### src/rtl/fetch_pkg.sv
// Shared constants and state encoding for the fetch stage.
// FETCH_HALT_ON_ZERO_EN adds the HALTED state.
package fetch_pkg;

  localparam int unsigned FETCH_WIDTH        = 16;
  localparam int unsigned FETCH_RESET_VECTOR = 0;
  localparam logic [15:0] HALT_WORD          = 16'h0000;

`ifdef FETCH_HALT_ON_ZERO_EN
  typedef enum logic [0:0] {
    ST_FETCH  = 1'b0,
    ST_HALTED = 1'b1
  } fetch_state_e;
`else
  typedef enum logic [0:0] {
    ST_FETCH  = 1'b0
  } fetch_state_e;
`endif

endpackage

### src/rtl/pc_register.sv
// Program counter: synchronous load, increment with natural wrap, or hold.
module pc_register
  import fetch_pkg::*;
#(
  parameter int unsigned WIDTH        = FETCH_WIDTH,
  parameter int unsigned RESET_VECTOR = FETCH_RESET_VECTOR
) (
  input  logic             clk,
  input  logic             rst_n,
  input  logic             load,
  input  logic [WIDTH-1:0] load_value,
  input  logic             inc,
  output logic [WIDTH-1:0] pc
);

  logic [WIDTH-1:0] pc_d;
  logic [WIDTH-1:0] pc_q;

  always_comb begin
    pc_d = pc_q;
    if (load) begin
      pc_d = load_value;
    end else if (inc) begin
      pc_d = pc_q + WIDTH'(1);
    end
  end

  always_ff @(posedge clk) begin
    if (!rst_n) begin
      pc_q <= WIDTH'(RESET_VECTOR);
    end else begin
      pc_q <= pc_d;
    end
  end

  assign pc = pc_q;

endmodule

### src/rtl/fetch_controller.sv
// Fetch stage: single-entry output slot fed from instruction memory at PC.
// FETCH_HALT_ON_ZERO_EN: a zero word halts fetch instead of being delivered.
module fetch_controller
  import fetch_pkg::*;
#(
  parameter int unsigned l            = FETCH_WIDTH,
  parameter int unsigned RESET_VECTOR = FETCH_RESET_VECTOR
) (
  input  logic         Clock,
  input  logic         Reset_n,
  output logic [l-1:0] Address,
  input  logic [l-1:0] Instruction,
  output logic [l-1:0] InstrOut,
  output logic [l-1:0] InstrPc,
  output logic         InstrValid,
  input  logic         InstrReady,
  input  logic         Redirect,
  input  logic [l-1:0] RedirectTarget,
  output logic         Halted,
  output logic [l-1:0] FetchCount
);

  fetch_state_e state_d, state_q;
  logic [l-1:0] instr_d, instr_q;
  logic [l-1:0] ipc_d, ipc_q;
  logic         valid_d, valid_q;
  logic [l-1:0] count_d, count_q;
  logic         transfer;
  logic         capture_en;
  logic         pc_load;
  logic         pc_inc;
  logic [l-1:0] pc;

  pc_register #(
    .WIDTH        (l),
    .RESET_VECTOR (RESET_VECTOR)
  ) u_pc (
    .clk        (Clock),
    .rst_n      (Reset_n),
    .load       (pc_load),
    .load_value (RedirectTarget),
    .inc        (pc_inc),
    .pc         (pc)
  );

  always_comb begin
    state_d    = state_q;
    instr_d    = instr_q;
    ipc_d      = ipc_q;
    valid_d    = valid_q;
    count_d    = count_q;
    capture_en = 1'b0;
    pc_load    = 1'b0;
    pc_inc     = 1'b0;
    transfer   = valid_q & InstrReady;

    // Transfer is counted even when a redirect flushes the slot this cycle.
    if (transfer) begin
      valid_d = 1'b0;
      if (count_q != '1) begin
        count_d = count_q + l'(1);
      end
    end

    if (Redirect) begin
      pc_load = 1'b1;
      valid_d = 1'b0;
      state_d = ST_FETCH;
    end else begin
      case (state_q)
        ST_FETCH: begin
          if (!valid_d) begin
`ifdef FETCH_HALT_ON_ZERO_EN
            if (Instruction == l'(HALT_WORD)) begin
              state_d = ST_HALTED;
            end else begin
              capture_en = 1'b1;
            end
`else
            capture_en = 1'b1;
`endif
          end
        end
        default: ;
      endcase
    end

    if (capture_en) begin
      instr_d = Instruction;
      ipc_d   = pc;
      valid_d = 1'b1;
      pc_inc  = 1'b1;
    end
  end

  always_ff @(posedge Clock) begin
    if (!Reset_n) begin
      state_q <= ST_FETCH;
      instr_q <= '0;
      ipc_q   <= '0;
      valid_q <= 1'b0;
      count_q <= '0;
    end else begin
      state_q <= state_d;
      instr_q <= instr_d;
      ipc_q   <= ipc_d;
      valid_q <= valid_d;
      count_q <= count_d;
    end
  end

  assign Address    = pc;
  assign InstrOut   = instr_q;
  assign InstrPc    = ipc_q;
  assign InstrValid = valid_q;
  assign FetchCount = count_q;
`ifdef FETCH_HALT_ON_ZERO_EN
  assign Halted     = (state_q == ST_HALTED);
`else
  assign Halted     = 1'b0;
`endif

endmodule
### config.mk
export PLATFORM = sky130hd
export DESIGN_NAME = fetch_controller
export DESIGN_NICKNAME = d
export VERILOG_FILES = /design/src/rtl/fetch_pkg.sv /design/src/rtl/pc_register.sv /design/src/rtl/fetch_controller.sv
export SDC_FILE = /design/constraint.sdc
export NUM_CORES = 1
export LEC_CHECK = 0
export ABC_CLOCK_PERIOD_IN_PS = 2200
export CORE_MARGIN = 2
export CORE_UTILIZATION = 30
export DETAILED_ROUTE_END_ITERATION = 8
export PLACE_DENSITY = 0.67
export RECOVER_POWER = 25
export SYNTH_ARGS = -nofsm -noshare
export SYNTH_HDL_FRONTEND = slang
export SYNTH_HIERARCHICAL = 1
export SYNTH_SLANG_ARGS = --single-unit
### constraint.sdc
create_clock -name Clock -period 2.2 [get_ports Clock]
set_input_delay 0.66 -clock Clock [delete_from_list [all_inputs] [get_ports Clock]]
set_output_delay 0.66 -clock Clock [all_outputs]
set_load 0.03 [all_outputs]
==> qor.csv <==
metric;value;unit
Sink Count;65;
sw frac;28.82;%
initial core utilization;30.96;%
worst slew pin tran;0.8702;ns
vias in the first global route;2573;
final WL;7.739;mm
Worst-path clk slew;0.07;ns
area leader, netlist;dfxtp_1;
number of diodes;0;
Area Overhead vs Synth;47.71;%
Vias;2830;
Die ar.;0.01038;sq mm
Worst R2R Path Depth;4;
Die Height;101.9;um
Fin. Hold Viols;0;
placed cell area;0.004138;sq mm
Core Area;0.009284;sq mm
io pins;102;
Yosys warnings;6;
worst-path cell chain;clkdlybuf4s50_1;
root buffer cell;clkbuf_8;
Comb pwr share;17.6;%
Rows;35;
Peak Freq;465.4;MHz
clock share of power;34.0;%
filler instances;954;
peak supply drop;0.2695;mV
CTS tree;built;
clock latency on the worst-skew pair;0.33;ns
leakage power;1.517;nW
Post-synth ARST share;0;%
Synth cell types;33;
Worst path depth;1;
Critical Path Source Type;flop;
family with the most delay on the worst path;buffers and inverters;
R2R Path End;FetchCount[15];
gr ovfl total;0;
number of enable flip-flop cells after synthesis;0;
Buffers on Ports;100;
global-route usage over all layers;14.82;%
Power Density;619.1;mW/mm^2
CP Launch Point;FetchCount[8];
cell count after synthesis;345;
hold_buf cts;0;
Critical Path End Type;primary output;
Final Wtd Congestion;0.7656;
crit-path max FO;7;
critical path class;flop to primary output;
CTS Buf Count;9;
Largest stage delay, worst path;0.72;ns
dpl cells;576;
syn avg cell area;8.330;sq um
worst path arrival time;1.49;ns
detailed placement HPWL;5.583;mm
Internal;1.871;mW
initial drt markers;121;
Cell Area, Synth;0.002874;sq mm
clock skew;0.005780;ns
sw power;0.7574;mW
top-count cell post-synth;nand2_1;
Critical Path RT;1.54;ns
global-route wire length before repair;12.20;mm
pin count of the biggest net entering global routing;42;
final instance area;0.004245;sq mm
die width;101.9;um
max_slew headroom;41.99;%
ranking of synthesized cells by area;dfxtp_1 (45%), nand2_1 (12%), a21oi_1 (8.9%), xnor2_1 (3.7%), mux2i_1 (2.8%);
clock buffer depth;2;
share of layout cells above drive strength 1;8.639;%
min Tclk post-route;2.149;ns
Non-Filler Instances;592;
final net count;496;
crit path to;FetchCount[8];
Worst R2R Setup Slack;0.17;ns
drt pass-1 iters;4;
worst reg2reg startpoint;FetchCount[2];
final setup fails;0;
slowest CP cell;clkdlybuf4s50_1;
Post-Syn Nets;383;
setup bufs post-CTS;0;
Max-Cap Viols;0;
Tcrit/Tclk final;97.67;%
sequential cell area fraction in the yosys report;45.28;%
sequential share of power;48.4;%
max-slew violation count;0;
most common library cells after synthesis;nand2_1 (91), dfxtp_1 (65), a21oi_1 (51);
Routed wire per std cell;13.07;um
outcome;finished, final reports clean;
H-tree levels;3;
initial antenna violation count;0;
Synth top area share;45.28;%
post-synthesis register bit count;65;
RSZ-0062 raised after global routing;false;
DR vias/cell;4.780;
Post-synth top flop;dfxtp_1;
Post-DRT Antenna Nets;0;
WP buf/inv;1;
HP Class;flop to flop;
# DRC;0;
[area by class of cell]
type	instances	area [sq um]	share of cell area, %
Inverter	9	33.78	0.7958
Timing Repair Buffer	120	1130	26.61
Clock inverter	5	31.28	0.7368
Clock buffer	11	141.4	3.330
Sequential cell	65	1301	30.65
Tap cell	129	161.4	3.802
Multi-Input combinational cell	253	1446	34.07
[through the flow]
stage / worst slack [ns] / utilization [%] / total power, mW / hold WS, ns / setup TNS (ns)
after floorplan: 0.01781 / - / 1.540 / 0.5811 / 0
after detailed placement: -0.2261 / 44.57 / 1.773 / 0.4465 / -5.407
after global placement: -0.2153 / 44.57 / 1.768 / 0.4408 / -4.718
after CTS: 0.01090 / 46.39 / 2.678 / 0.4570 / 0
after global routing: 0.0006550 / 45.73 / 2.744 / 0.4803 / 0
final: 0.05125 / 45.73 / 2.628 / 0.4518 / 0
[worst reg2reg max path, stage by stage (launching register included)]
cell and delay (ns):
dfxtp_1 0.46, nand4_1 0.23, or4_4 0.62, or4_1 0.49
a21oi_1 0.15
[cell usage in the layout (no fill, tap or decap), drive strengths merged, types with 5 or more instances in the layout]
cell | netlist | layout
nor4 | 10 | 10
clkbuf | 13 | 20
a21oi | 51 | 51
dfxtp | 65 | 65
nand2b | 6 | 6
nor3 | 7 | 7
nand3 | 7 | 7
mux2i | 8 | 8
buf | 5 | 15
nand4 | 10 | 10
xnor2 | 12 | 12
inv | 9 | 9
o31ai | 5 | 5
o21ai | 15 | 15
o211a | 5 | 5
clkdlybuf4s50 | 0 | 92
nor2 | 5 | 5
nand2 | 91 | 91
or4 | 5 | 5
[power groups by stage]
stage	registers, mW	logic (mW)	clock network, mW
5_1_grt	1.28	0.497	0.969
4_1_cts	1.27	0.474	0.931
3_3_place_gp	1.30	0.471	0
2_1_floorplan	1.41	0.133	0
3_5_place_dp	1.30	0.474	0
6_report	1.27	0.462	0.895
[state kept, by name (all words and copies together), names as in the netlist]
| register | flops |
|---|---|
| FetchCount | 16 |
| InstrOut | 16 |
| InstrPc | 16 |
| u_pc/pc | 16 |
| InstrValid | 1 |
[metal layers]
layer / up-vias / track usage, % / part of all wire [%]
li1: 1421 / - / -
met1: 1328 / 18.04 / 43
met2: 73 / 25.66 / 51
met3: 8 / 3.078 / 5.0
met4: 0 / 5.846 / 1.3
met5: - / 0 / 0
[logic make-up (layout without fill, tap and decap cells)]
logic type | count (synthesis) | after routing | synth area share [%]
adders and majority gates | 2 | 2 | 0.8706
and+or+nand+nor | 147 | 147 | 26.73
buffers and inverters | 27 | 145 | 4.180
DFF | 65 | 65 | 45.28
AOI/OAI and AO/OA | 80 | 80 | 15.46
muxes | 8 | 8 | 2.786
other | 1 | 1 | 0.1305
xor gates and xnor gates | 15 | 15 | 4.571
[repair_timing]
item	in CTS	in global routing
setup endpoints to repair	3	4
hold endpoints to repair	0	0
gates resized for setup	3	4
[how the worst min path moves through the flow]
stage / start / endpoint / slack (ns) / depth (start not counted)
2_1_floorplan: InstrOut[0] / InstrOut[0] / 0.58 / 2
3_3_place_gp: InstrOut[7] / InstrOut[7] / 0.44 / 2
3_5_place_dp: InstrOut[5] / InstrOut[5] / 0.45 / 2
4_1_cts: InstrPc[0] / InstrPc[0] / 0.46 / 2
5_1_grt: InstrOut[7] / InstrOut[7] / 0.48 / 2
6_report: InstrOut[7] / InstrOut[7] / 0.45 / 2
(Power assumes the default switching activity.)
